<file path="config.mk">
export PLATFORM = sky130hd
export DESIGN_NAME = sram_req_ctrl
export DESIGN_NICKNAME = d
export VERILOG_FILES = /design/src/rtl/sram_req_ctrl.sv
export SDC_FILE = /design/constraint.sdc
export NUM_CORES = 1
export LEC_CHECK = 0
export CAP_MARGIN = 20
export CORE_ASPECT_RATIO = 0.6
export CORE_MARGIN = 10
export CORE_UTILIZATION = 38
export CTS_CLUSTER_SIZE = 20
export DETAILED_ROUTE_END_ITERATION = 12
export PLACE_DENSITY = 0.8
export SYNTH_ARGS = -nofsm -noshare
export SYNTH_HDL_FRONTEND = slang
export SYNTH_SLANG_ARGS = --single-unit
</file>
<file path="constraint.sdc">
create_clock -name CLK -period 2.3 [get_ports CLK]
set_clock_uncertainty 0.1 [all_clocks]
set_input_delay 0.345 -clock CLK [delete_from_list [all_inputs] [get_ports CLK]]
set_output_delay 0.345 -clock CLK [all_outputs]
set_load 0.01 [all_outputs]
</file>
<file path="src/rtl/sram_req_ctrl.sv">
// sram_req_ctrl: single-port SRAM front end. Accepts host reads/writes over a
// valid/ready request channel, returns read data over a valid/ready response
// channel, and runs a full-array clear sweep on request.
//
// Ports
//   CLK, RST_N              clock, asynchronous active-low reset
//   req_valid/req_ready     request handshake (ready is combinational)
//   req_we, req_addr,       request type (1 = write), word address, write data
//   req_wdata
//   resp_valid/resp_ready   read response handshake
//   resp_rdata              read data, held until consumed
//   clr_start               request a clear sweep (honoured only in IDLE)
//   clr_busy, clr_done      sweep in progress / one-cycle completion pulse
//   ADR, D, WE              SRAM address, write data, write enable (combinational)
//   Q                       SRAM read data, valid one cycle after the address edge
module sram_req_ctrl #(
  parameter int unsigned           ADDR_WIDTH = 8,
  parameter int unsigned           DATA_WIDTH = 8,
  parameter logic [DATA_WIDTH-1:0] CLR_VAL    = '0
) (
  input  logic                  CLK,
  input  logic                  RST_N,
  input  logic                  req_valid,
  output logic                  req_ready,
  input  logic                  req_we,
  input  logic [ADDR_WIDTH-1:0] req_addr,
  input  logic [DATA_WIDTH-1:0] req_wdata,
  output logic                  resp_valid,
  input  logic                  resp_ready,
  output logic [DATA_WIDTH-1:0] resp_rdata,
  input  logic                  clr_start,
  output logic                  clr_busy,
  output logic                  clr_done,
  output logic [ADDR_WIDTH-1:0] ADR,
  output logic [DATA_WIDTH-1:0] D,
  output logic                  WE,
  input  logic [DATA_WIDTH-1:0] Q
);

  localparam logic [ADDR_WIDTH-1:0] CNT_MAX = '1;

  typedef enum logic [1:0] {
    IDLE    = 2'd0,
    RD_WAIT = 2'd1,
    CLEAR   = 2'd2
  } state_e;

  state_e                  state_q, state_d;
  logic [ADDR_WIDTH-1:0]   clr_cnt_q, clr_cnt_d;
  logic                    resp_valid_q, resp_valid_d;
  logic [DATA_WIDTH-1:0]   resp_rdata_q, resp_rdata_d;
  logic                    clr_done_q, clr_done_d;
  logic                    req_en_q;
  logic                    resp_stall_c;
  logic                    accept_c;

  // Held low through reset and released on the first edge after RST_N rises,
  // so req_ready cannot assert while the block is still in reset.
  always_ff @(posedge CLK or negedge RST_N) begin
    if (!RST_N) begin
      req_en_q <= 1'b0;
    end else begin
      req_en_q <= 1'b1;
    end
  end

  // A response that is presented but not consumed this cycle blocks new requests.
  assign resp_stall_c = resp_valid_q && !resp_ready;
  assign req_ready    = req_en_q && (state_q == IDLE) && !clr_start && !resp_stall_c;
  assign accept_c     = req_valid && req_ready;

  // State and datapath registers.
  always_ff @(posedge CLK or negedge RST_N) begin
    if (!RST_N) begin
      state_q      <= IDLE;
      clr_cnt_q    <= '0;
      resp_valid_q <= 1'b0;
      resp_rdata_q <= '0;
      clr_done_q   <= 1'b0;
    end else begin
      state_q      <= state_d;
      clr_cnt_q    <= clr_cnt_d;
      resp_valid_q <= resp_valid_d;
      resp_rdata_q <= resp_rdata_d;
      clr_done_q   <= clr_done_d;
    end
  end

  // Next-state, response and SRAM-port logic.
  always_comb begin
    state_d      = state_q;
    clr_cnt_d    = clr_cnt_q;
    resp_valid_d = resp_valid_q;
    resp_rdata_d = resp_rdata_q;
    clr_done_d   = 1'b0;
    ADR          = '0;
    D            = '0;
    WE           = 1'b0;

    // Draining is independent of state, so a response stays consumable during CLEAR.
    if (resp_valid_q && resp_ready) begin
      resp_valid_d = 1'b0;
    end

    unique case (state_q)
      IDLE: begin
        // clr_start wins over a simultaneous request (req_ready is already low).
        if (clr_start) begin
          state_d   = CLEAR;
          clr_cnt_d = '0;
        end else if (accept_c) begin
          ADR = req_addr;
          D   = req_wdata;
          WE  = req_we;
          if (!req_we) begin
            state_d = RD_WAIT;
          end
        end
      end

      RD_WAIT: begin
        // Q now holds the word addressed on the accept edge. Any earlier
        // response was drained on that same edge, so overwriting is safe.
        state_d      = IDLE;
        resp_valid_d = 1'b1;
        resp_rdata_d = Q;
      end

      CLEAR: begin
        ADR = clr_cnt_q;
        D   = CLR_VAL;
        WE  = 1'b1;
        // Stop at the last address rather than wrapping into a second sweep.
        if (clr_cnt_q == CNT_MAX) begin
          state_d    = IDLE;
          clr_done_d = 1'b1;
        end else begin
          clr_cnt_d = clr_cnt_q + ADDR_WIDTH'(1);
        end
      end

      default: begin
        state_d = IDLE;
      end
    endcase
  end

  assign resp_valid = resp_valid_q;
  assign resp_rdata = resp_rdata_q;
  assign clr_busy   = (state_q == CLEAR);
  assign clr_done   = clr_done_q;

endmodule

</file>
==> flow_metrics.tcl, run 1 <==
set metrics [dict create \
    slew_violations 0 \
    clockBufferDepth 2 \
    htree_levels 1 \
    rows 14 \
    ys_types 34 \
    p_sw_uw 421 \
    place.gp.congestion 0.784 \
    async_flop_share_pct 100 \
    syn_avg_cell_area_sq_um 10.7 \
    die_w_um 87.8 \
    die-area_sq_um 5330 \
    ys_warn_count 0 \
    grt_start_max_net_pins 22 \
    hold_viol_final 0 \
    fin_crit_sh_pct 96.1 \
    grt_setup_unrepaired "false" \
    clock_sinks 21 \
    drtIter0Drc 47 \
    post-route-util_pct 67.3 \
    cts_tree "yes" \
    track_usage_pct 12.7 \
    holdBufCountCts 0 \
    power_density_nw_per_um2 710 \
    synth-seq-cells 21 \
    postPlaceCellArea_sq_um 1740 \
    cp_max_fo 10 \
    p_leak_uw 0.000847 \
    cellInternalPower_uw 810 \
    maxCapViolCount 0 \
    hold_class "input port to asynchronous set/reset pin" \
    ant_nets 0 \
    grt_pass1_wl_um 5350 \
    diodes 0 \
    ys.flop_type "dfrtp_1" \
    postLayoutCellArea_sq_um 1730 \
    swShare_pct 34.2 \
    start_util_pct 40.7 \
    outcome "completed" \
    post-dp-hpwl_um 2660 \
    antenna_found_initial 0 \
    drt-pass1-iter-count 4 \
    grt_pass1_vias 1106 \
    die_h_um 60.7 \
    totalWireLength_um 3220 \
    max_freq_mhz 452 \
    pwr-share-seq_pct 45.2 \
    pwr-share-comb_pct 35.4 \
    synth_cells 98 \
    root_buffer "clkbuf_8" \
    route.detailed.wl_per_inst_um 16.2 \
    ys_seq_area_share_pct 50.1 \
    syn_area_sq_um 1050 \
    syn_nets 129 \
    power.total_uw 1230 \
    fin_crit_ns 2.21 \
    insertion_delay_ns 0.26 \
    vias 1014 \
    area_growth_pct 65.4 \
    cts_buffers 3 \
    synth_edf_count 0 \
    clkPwrFrac_pct 19.4 \
    multi_input_comb_area_sq_um 494 \
    drc 0 \
    io_buffers 58 \
    fin_hold_ws_ns 0.325 \
    seq_area_sq_um 526 \
    nNetsFinal 198 \
    drive_above_1_share_pct 21.7 \
    vdd_drop_max_v 0.000446 \
    cp.required_ns 1.86 \
    coreArea_sq_um 2570 \
    cp-start-kind "input port" \
    grt_overflow 0 \
    critPathKind "input port to output port" \
    cp-end-kind "output port" \
    ios 59 \
    fill_cells 207 \
    via_per_inst 5.12 \
    clk_pin_slew_worst_paths_ns 0.07 \
    cp.arrival_ns 1.77 \
    finalSetupViolations 0 \
]
flip-flops by register name, summed over array words and instances (netlist names):
register,count
req_en_q,1
clr_cnt_q,8
resp_valid,1
state_q,2
resp_rdata,8
clr_done,1
critical path: stages:
cell and delay (ns):
clkdlybuf4s50_1 0.39, nand2b_1 0.15, and4b_1 0.20, and2_1 0.19, buf_12 0.14, a22o_2 0.21
buf_2 0.14
per-layer routing:
| layer | vias to the layer above | share of wire (%) | global-route usage [%] |
|---|---|---|---|
| li1 | 497 | - | - |
| met5 | - | 0 | 0 |
| met4 | 0 | 0 | 1.36 |
| met3 | 0 | 12 | 6.68 |
| met1 | 472 | 43 | 15.1 |
| met2 | 45 | 45 | 20.8 |
logic make-up (layout without fill, tap and decap cells):
kind of cell	Yosys count	count (layout)	synth area share, %
compound gates	25	25	17.4
fa+ha+maj	1	1	1.19
buf+inv	7	75	2.74
flops	21	21	50.1
mux	8	8	8.59
other cells	1	1	0.358
simple gates	35	35	19.6
cells in the mapped netlist, types with 3 or more instances:
cell	number	area (sq um)
a21oi_1	3	15.0
dfrtp_1	21	526
inv_1	3	11.3
nand2_1	7	26.3
and3_1	8	50.1
a22o_1	8	70.1
nor2_1	4	15.0
mux2_2	8	90.1
o21ai_0	5	25.0
path summary, 6_finish.rpt:
| path | from | endpoint | slack [ns] | depth (start not counted) |
|---|---|---|---|---|
| hold reg to reg | resp_valid$_DFFE_PN0P_ | resp_valid$_DFFE_PN0P_ | 0.40 | 2 |
| setup / recovery | resp_ready | ADR[3] | 0.09 | 7 |
| hold / removal | RST_N | clr_cnt_q[0]$_DFFE_PN0P_ | 0.32 | 2 |
| min in group CLK | resp_valid$_DFFE_PN0P_ | resp_valid$_DFFE_PN0P_ | 0.40 | 2 |
| max in group asynchronous | RST_N | resp_rdata[2]$_DFFE_PN0P_ | 1.56 | 2 |
| setup reg to reg | clr_cnt_q[0]$_DFFE_PN0P_ | clr_cnt_q[7]$_DFFE_PN0P_ | 0.36 | 5 |
through the flow:
| step | std cells | setup WS, ns | TNS (ns) |
|---|---|---|---|
| 4_1_cts | 198 | 0.00364 | 0 |
| 6_report | 198 | 0.0899 | 0 |
| 2_1_floorplan | 98 | 0.505 | 0 |
| 5_1_grt | 198 | 0.0353 | 0 |
| 3_3_place_gp | 194 | -0.240 | -2.80 |
| 3_5_place_dp | 194 | -0.254 | -2.76 |
repair_timing:
action / CTS / global route
resized for setup: 28 / 10
setup endpoints to repair: 17 / 10
setup buffers: 0 / 0
power groups by stage:
stage / Clock, uW / Sequential, uW / Combinational [uW]
after floorplan: 0 / 529 / 264
after global placement: 0 / 553 / 498
after detailed placement: 0 / 560 / 517
after CTS: 243 / 556 / 480
after global routing: 265 / 572 / 489
final: 238 / 557 / 436
cell type report:
cell class / count / area share (%)
timing repair buffer: 68 / 35.6
sequential: 21 / 30.3
multi-input combinational: 70 / 28.5
clock buffer: 4 / 2.60
tap: 32 / 2.31
inverter: 3 / 0.649
layout by cell type (no fill, tap or decap), types with 3 or more instances in the layout:
| cell | Yosys | routed |
|---|---|---|
| nor2_1 | 4 | 4 |
| dfrtp_1 | 21 | 21 |
| nand2_1 | 7 | 7 |
| clkbuf_2 | 0 | 8 |
| dlygate4sd2_1 | 0 | 8 |
| mux2_2 | 8 | 8 |
| clkbuf_8 | 0 | 3 |
| buf_4 | 0 | 9 |
| a21oi_1 | 3 | 3 |
| clkdlybuf4s50_1 | 0 | 39 |
| inv_1 | 3 | 3 |
| and3_1 | 8 | 8 |
| o21ai_0 | 5 | 5 |
| a22o_1 | 8 | 8 |
Note: power is estimated with default switching activity, not from simulation.
==> run 2, diff against run 1 <==
Settings changed: CAP_MARGIN 20 to unset, SKIP_LAST_GASP set to 1.
==> run 2 against run 1 <==
Against the previous run:
- cell area unchanged
- global-route usage is the same
- via count unchanged
- first-iteration DRC count did not move
- combinational power about the same
- clock-buffer cell count is the same
- maximum frequency up 0.48%
- sequential power about the same
- cell count is the same
- non-clock buffer count unchanged
- critical path type unchanged
- largest power group unchanged
- highest routed layer unchanged
==> flow_metrics.tcl, run 2 (synthesis gave the netlist of run 1 again) <==
set metrics [dict create \
    outcome "completed" \
    post-route-util_pct 67.3 \
    ios 59 \
    insertion_delay_ns 0.26 \
    hold_class "input port to asynchronous set/reset pin" \
    area_growth_pct 65.4 \
    totalWireLength_um 3220 \
    grt_overflow 0 \
    multi_input_comb_area_sq_um 494 \
    drt-pass1-iter-count 4 \
    diodes 0 \
    via_per_inst 5.12 \
    power.total_uw 1230 \
    postPlaceCellArea_sq_um 1740 \
    crit_path_top_delay_cell "clkdlybuf4s50_1" \
    max_freq_mhz 455 \
    grt_setup_unrepaired "false" \
    finalSetupViolations 0 \
    critPathKind "input port to output port" \
    rows 14 \
    htree_levels 1 \
    cp-end-kind "output port" \
    crit_chain "clkdlybuf4s50_1 > nand2b_1 > and4b_1 > and2_1 > buf_12 > a22o_2 > clkbuf_2" \
    grt_start_max_net_pins 22 \
    setup_ws_ns 0.101 \
    crit_family "buffers and inverters" \
    drc 0 \
    cp_max_fo 10 \
    p_leak_uw 0.000847 \
    clk_pin_slew_worst_paths_ns 0.07 \
    fin_crit_ns 2.20 \
    antenna_found_initial 0 \
    clockBufferDepth 2 \
    slew_violations 0 \
    die_w_um 87.8 \
    cellInternalPower_uw 810 \
    maxCapViolCount 0 \
    swShare_pct 34.2 \
    start_util_pct 40.7 \
    cp-start-kind "input port" \
    track_usage_pct 12.7 \
    fill_cells 207 \
    coreArea_sq_um 2570 \
    seq_area_sq_um 526 \
    die-area_sq_um 5330 \
    nNetsFinal 198 \
    cp.buffers_inverters 3 \
    drtIter0Drc 47 \
    power_density_nw_per_um2 710 \
    post-dp-hpwl_um 2660 \
    grt_pass1_vias 1106 \
    drive_above_1_share_pct 21.7 \
    io_buffers 58 \
    hold_viol_final 0 \
    postLayoutCellArea_sq_um 1730 \
    p_sw_uw 421 \
    vias 1014 \
    cp.arrival_ns 1.75 \
    grt_pass1_wl_um 5350 \
    slowest_delay_ns 0.39 \
    cts_tree "yes" \
    route.detailed.wl_per_inst_um 16.2 \
    die_h_um 60.7 \
    pwr-share-comb_pct 35.4 \
    pwr-share-seq_pct 45.3 \
    place.gp.congestion 0.784 \
    clkPwrFrac_pct 19.4 \
    pre_cts_ws_ns -0.254 \
    layout_commonest_cell "clkdlybuf4s50_1" \
    final_cell_mix "clkdlybuf4s50_1 (39), dfrtp_1 (21), clkbuf_2 (9), buf_4 (9)" \
    root_buffer "clkbuf_8" \
    ant_nets 0 \
    vdd_drop_max_v 0.000446 \
    cp.required_ns 1.86 \
    clock_sinks 21 \
    cts_buffers 3 \
    fin_crit_sh_pct 95.6 \
]
run 2: changes by cell type in the layout (fill, tap and decap cells not counted), sizes merged:
cell | previous run | this run
clkbuf | 12 | 13
buf | 11 | 10
run 2: path summary, 6_finish.rpt:
| path | from | endpoint | slack [ns] | depth (start not counted) |
|---|---|---|---|---|
| min in group CLK | resp_valid$_DFFE_PN0P_ | resp_valid$_DFFE_PN0P_ | 0.40 | 2 |
| hold reg to reg | resp_valid$_DFFE_PN0P_ | resp_valid$_DFFE_PN0P_ | 0.40 | 2 |
| hold / removal | RST_N | clr_cnt_q[0]$_DFFE_PN0P_ | 0.32 | 2 |
| setup reg to reg | clr_cnt_q[0]$_DFFE_PN0P_ | clr_cnt_q[7]$_DFFE_PN0P_ | 0.36 | 5 |
| setup / recovery | resp_ready | ADR[3] | 0.10 | 7 |
| max in group asynchronous | RST_N | resp_rdata[2]$_DFFE_PN0P_ | 1.56 | 2 |
run 2: layout make-up:
type | count | area share, %
timing repair buffer | 68 | 35.6
clock buffer | 4 | 2.60
sequential | 21 | 30.3
multi-input combinational | 70 | 28.5
inverter | 3 | 0.649
tap | 32 | 2.31
run 2: per-stage QoR:
step | setup TNS [ns] | std cells | hold WS, ns
floorplan | 0 | 98 | -0.0506
global placement | -2.80 | 194 | 0.379
detailed placement | -2.76 | 194 | 0.392
CTS | -0.0697 | 198 | 0.337
global route | 0 | 198 | 0.348
finish | 0 | 198 | 0.325
run 2: layer usage:
metal | GRT usage (%) | up-vias | part of all wire [%]
li1 | - | 497 | -
met1 | 15.1 | 472 | 43
met2 | 20.8 | 45 | 45
met3 | 6.68 | 0 | 12
met4 | 1.36 | 0 | 0
met5 | 0 | - | 0
run 2: what timing repair did:
action | CTS | global route
hold buffers | 0 | 0
buffers inserted | 0 | 0
endpoints found under the setup margin | 17 | 11
gates resized for setup | 25 | 12
run 2: power groups by stage:
| stage | Clock (uW) | Sequential [uW] | Combinational, uW |
|---|---|---|---|
| finish | 238 | 557 | 435 |
| global route | 265 | 572 | 489 |
| CTS | 243 | 556 | 482 |
| detailed placement | 0 | 560 | 517 |
| global placement | 0 | 553 | 498 |
| floorplan | 0 | 529 | 264 |
==> RTL change 1, RTL diff (config.mk and constraints of run 1) <==
The parameter `ADDR_WIDTH` goes from 8 to 7.
--- a/src/rtl/sram_req_ctrl.sv
+++ b/src/rtl/sram_req_ctrl.sv
@@ -14,7 +14,7 @@
 //   ADR, D, WE              SRAM address, write data, write enable (combinational)
 //   Q                       SRAM read data, valid one cycle after the address edge
 module sram_req_ctrl #(
-  parameter int unsigned           ADDR_WIDTH = 8,
+  parameter int unsigned           ADDR_WIDTH = 7,
   parameter int unsigned           DATA_WIDTH = 8,
   parameter logic [DATA_WIDTH-1:0] CLR_VAL    = '0
 ) (
Interface: changed (resized ADR and req_addr); port bits go from 59 to 57. The function was not compared with the original's and may differ.
==> RTL change 1 against run 1 <==
- wire length increased by 12%
- cell area fell by 1.4%
- sequential cell count down 1
- non-clock buffer count is 2 lower
- cell count shrank 5.6%
- worst hold slack improved by 14 ps
- synthesized area fell by 0.48%
- global-route usage rose by 1.5 points
- die area is 0.35% lower
- synthesized cell count down 9.2%
- worst setup slack worse by 13 ps
- critical path type is now flip-flop to output pin
- largest cell class unchanged
Power is not compared: it rests on default switching activity, and its combinational part moved more than twofold at a synthesized area within 25%.
==> RTL change 1: results (changes against run 1) <==
[critical_path]
regToRegSetupSlack_ps=740  ; was 360 ps
r2r-end=clr_cnt_q[4]  ; was clr_cnt_q[7]
crit_fanout=12  ; was 10
crit_end=clr_busy  ; was ADR[3]
cp-startpoint=state_q[1]  ; was resp_ready
critPathMaxStageDelay_ps=540  ; was 390 ps

[synthesis]
synthesis.nets=119  ; was 129
synth_seq_area_share_pct=48.0  ; was 50.1%
synth.area.top_cells=dfrtp_1 (48%), mux2_2 (8.6%), a32o_1 (4.8%)  ; was dfrtp_1 (50%), mux2_2 (8.6%), a22o_1 (6.7%)
synth.distinct_cells=32  ; was 34
synth_common_cells=dfrtp_1 (20), and2_1 (8), mux2_2 (8), nand2_1 (7)  ; was dfrtp_1 (21), a22o_1 (8), and3_1 (8), mux2_2 (8), nand2_1 (7)
ys.flop_type=dfrtp_1  ; unchanged
avgSynthCellArea_um2=11.7  ; was 10.7 um2

[clock_tree]
clkTransAtPathRegs_ps=80
post-cts-setup-buffers=1  ; was 0
cts_resized=26  ; was 28
htreeDepth=1  ; unchanged

[outcome]
status=completed  ; unchanged

[global_route]
grt_start_max_net_pins=21  ; was 22
grt_pass1_vias=1062  ; was 1106
track_usage_pct=14.1  ; was 12.7%
grt_use_met2_pct=23.7  ; was 20.8%
grt_pass1_wl_um=5820  ; was 5350 um
grt_util_met1_pct=17.0  ; was 15.1%

[routing]
first_iter_violations=92  ; was 47
wl_per_cell_um=19.2  ; was 16.2 um

[place]
gp_congestion=0.720  ; was 0.784
io_buffers=56  ; was 58
dp_slack_ps=-268  ; was -254 ps
place_hpwl_um=2860  ; was 2660 um
post_dp_cell_area_um2=1660  ; was 1740 um2
dp.cells=180  ; was 194

[power_and_ir_drop]
seq_power_mw=0.352

[timing]
finalWorstSetupSlack_ps=77.3  ; was 89.9 ps

[cells_and_area]
layoutNonFillerInstCount=187  ; was 198

-- RTL change 1: cell count changes after synthesis, sizes merged, moves of 3 or more --
cell,change
and3,-8
a22o,-8
mux2i,+5
a32o,+5
a21oi,-3
o21ai,-3
and2,+6
o2111ai,+3
-- RTL change 1: cell families after synthesis --
kind of cell,synth area share (%)
AO/OA/AOI/OAI,12.5
adder cells (fa/ha/maj),1.20
buffers and inverters,5.03
flip-flops,48.0
multiplexers,13.4
other,0.359
AND/OR/NAND/NOR,19.5
-- RTL change 1: per-layer routing --
layer  part of all wire (%)  vias to the layer above
met1                     44                      476
met4                      0                        0
li1                       -                      455
met3                     10                        0
met5                      0                        -
met2                     46                       42
-- RTL change 1: layout make-up --
type                            instances  area [um2]
Clock buffer                            4        55.1
Timing Repair Buffer                   66         597
Tap cell                               32        40.0
Fill cell                             196         848
Inverter                                4        15.0
Sequential cell                        20         502
Multi-Input combinational cell         61         500
==> RTL change 2, RTL diff (config.mk and constraints of run 1) <==
Without the edit above. Make the reset (`RST_N`) synchronous in 2 clocked blocks. Comments in the files are not updated.
--- a/src/rtl/sram_req_ctrl.sv
+++ b/src/rtl/sram_req_ctrl.sv
@@ -56,7 +56,7 @@
 
   // Held low through reset and released on the first edge after RST_N rises,
   // so req_ready cannot assert while the block is still in reset.
-  always_ff @(posedge CLK or negedge RST_N) begin
+  always_ff @(posedge CLK) begin
     if (!RST_N) begin
       req_en_q <= 1'b0;
     end else begin
@@ -70,7 +70,7 @@
   assign accept_c     = req_valid && req_ready;
 
   // State and datapath registers.
-  always_ff @(posedge CLK or negedge RST_N) begin
+  always_ff @(posedge CLK) begin
     if (!RST_N) begin
       state_q      <= IDLE;
       clr_cnt_q    <= '0;
Function: differs if RST_N is asserted again (counterexample within 4 cycles, from zero or initial values and one cycle with RST_N low); with RST_N held inactive, the same outputs for 10 cycles.
==> RTL change 2 against run 1 <==
- synthesized area rose by 1.6%
- via count is 7.9% higher
- sequential cell count stayed put
- cell area shrank 0.94%
- wire length grew 8.9%
- worst setup slack improved by 28 ps
- synthesized cell count grew 21%
- critical path type unchanged
- critical endpoint is now ADR[2]
- largest cell class unchanged
- highest routed layer is now met4
Power is not compared: it rests on default switching activity, and its combinational part moved more than twofold at a synthesized area within 25%.
==> RTL change 2: results (changes against run 1) <==
[outcome]
status=completed  ; unchanged

[routing]
wl_met1_um=1520  ; was 1380 um
routed_wl_um=3500  ; was 3220 um
dr.max_layer_used=met4  ; was met3
routed_via_density=5.11  ; was 5.12
met3_length_um=407  ; was 386 um

[min_path]
holdCritPathClass=flip-flop to flip-flop  ; was input pin to asynchronous set/reset pin

[cells_and_area]
buffers=65  ; was 68
multi_input_cells=91  ; was 70
buf_share_pct=35.3  ; was 35.6%
regArea_um2=420  ; was 526 um2
layoutNonFillerInstCount=214  ; was 198
inv_count=1  ; was 3
utilization_pct=66.3  ; was 67.3%
nFillCells=232  ; was 207
clk_share_pct=2.62  ; was 2.60%

[synthesis]
ys.flop_type=dfxtp_1  ; was dfrtp_1
synth_fa_ha_area_share_pct=1.18  ; was 1.19%
async_flop_share_pct=0  ; was 100%
synthesis.nets=150  ; was 129
synthCells=119  ; was 98
synth_seq_area_share_pct=39.5  ; was 50.1%
synth-compound-area-share_pct=22.0  ; was 17.4%

[place]
dp.cells=209  ; was 194
post_dp_cell_area_um2=1690  ; was 1740 um2
place_hpwl_um=2820  ; was 2660 um
gp_congestion=0.767  ; was 0.784
dp_slack_ps=-173  ; was -254 ps

[global_route]
grt_start_max_net_pins=17  ; was 22
grt_pass1_wl_um=5370  ; was 5350 um
track_usage_pct=12.7  ; about the same
grt_util_met1_pct=13.8  ; was 15.1%
grt_util_met3_pct=6.28  ; was 6.68%
grt_pass1_vias=1090  ; was 1106
grt_use_met2_pct=21.4  ; was 20.8%

[critical_path]
crit_fanout=8  ; was 10
crit_arrival_ps=1740  ; was 1770 ps

## RTL change 2: cell count changes after synthesis, moves of 3 or more
cell | before | now
nand2_1 | 7 | 20
dfrtp_1 | 21 | 0
a21boi_1 | 0 | 6
a21boi_0 | 0 | 3
mux2_2 | 8 | 0
o21ai_0 | 5 | 0
dfxtp_1 | 0 | 21
## RTL change 2: timing repair
item                       in CTS  in global routing
buffers inserted                1                  0
pin swaps                       1                  0
gates resized for setup        19                  3
setup endpoints to repair      17                  3
## RTL change 2: final timing paths
| path | slack [ps] | to | cells after the start | from |
|---|---|---|---|---|
| worst max-delay path | 120 | ADR[2] | 6 | resp_ready |
| worst min-delay path | 350 | resp_rdata[7] | 2 | resp_rdata[7] |
| worst max register to register | 580 | clr_cnt_q[2] | 5 | clr_cnt_q[0] |
| worst min register to register | 350 | resp_rdata[7] | 2 | resp_rdata[7] |
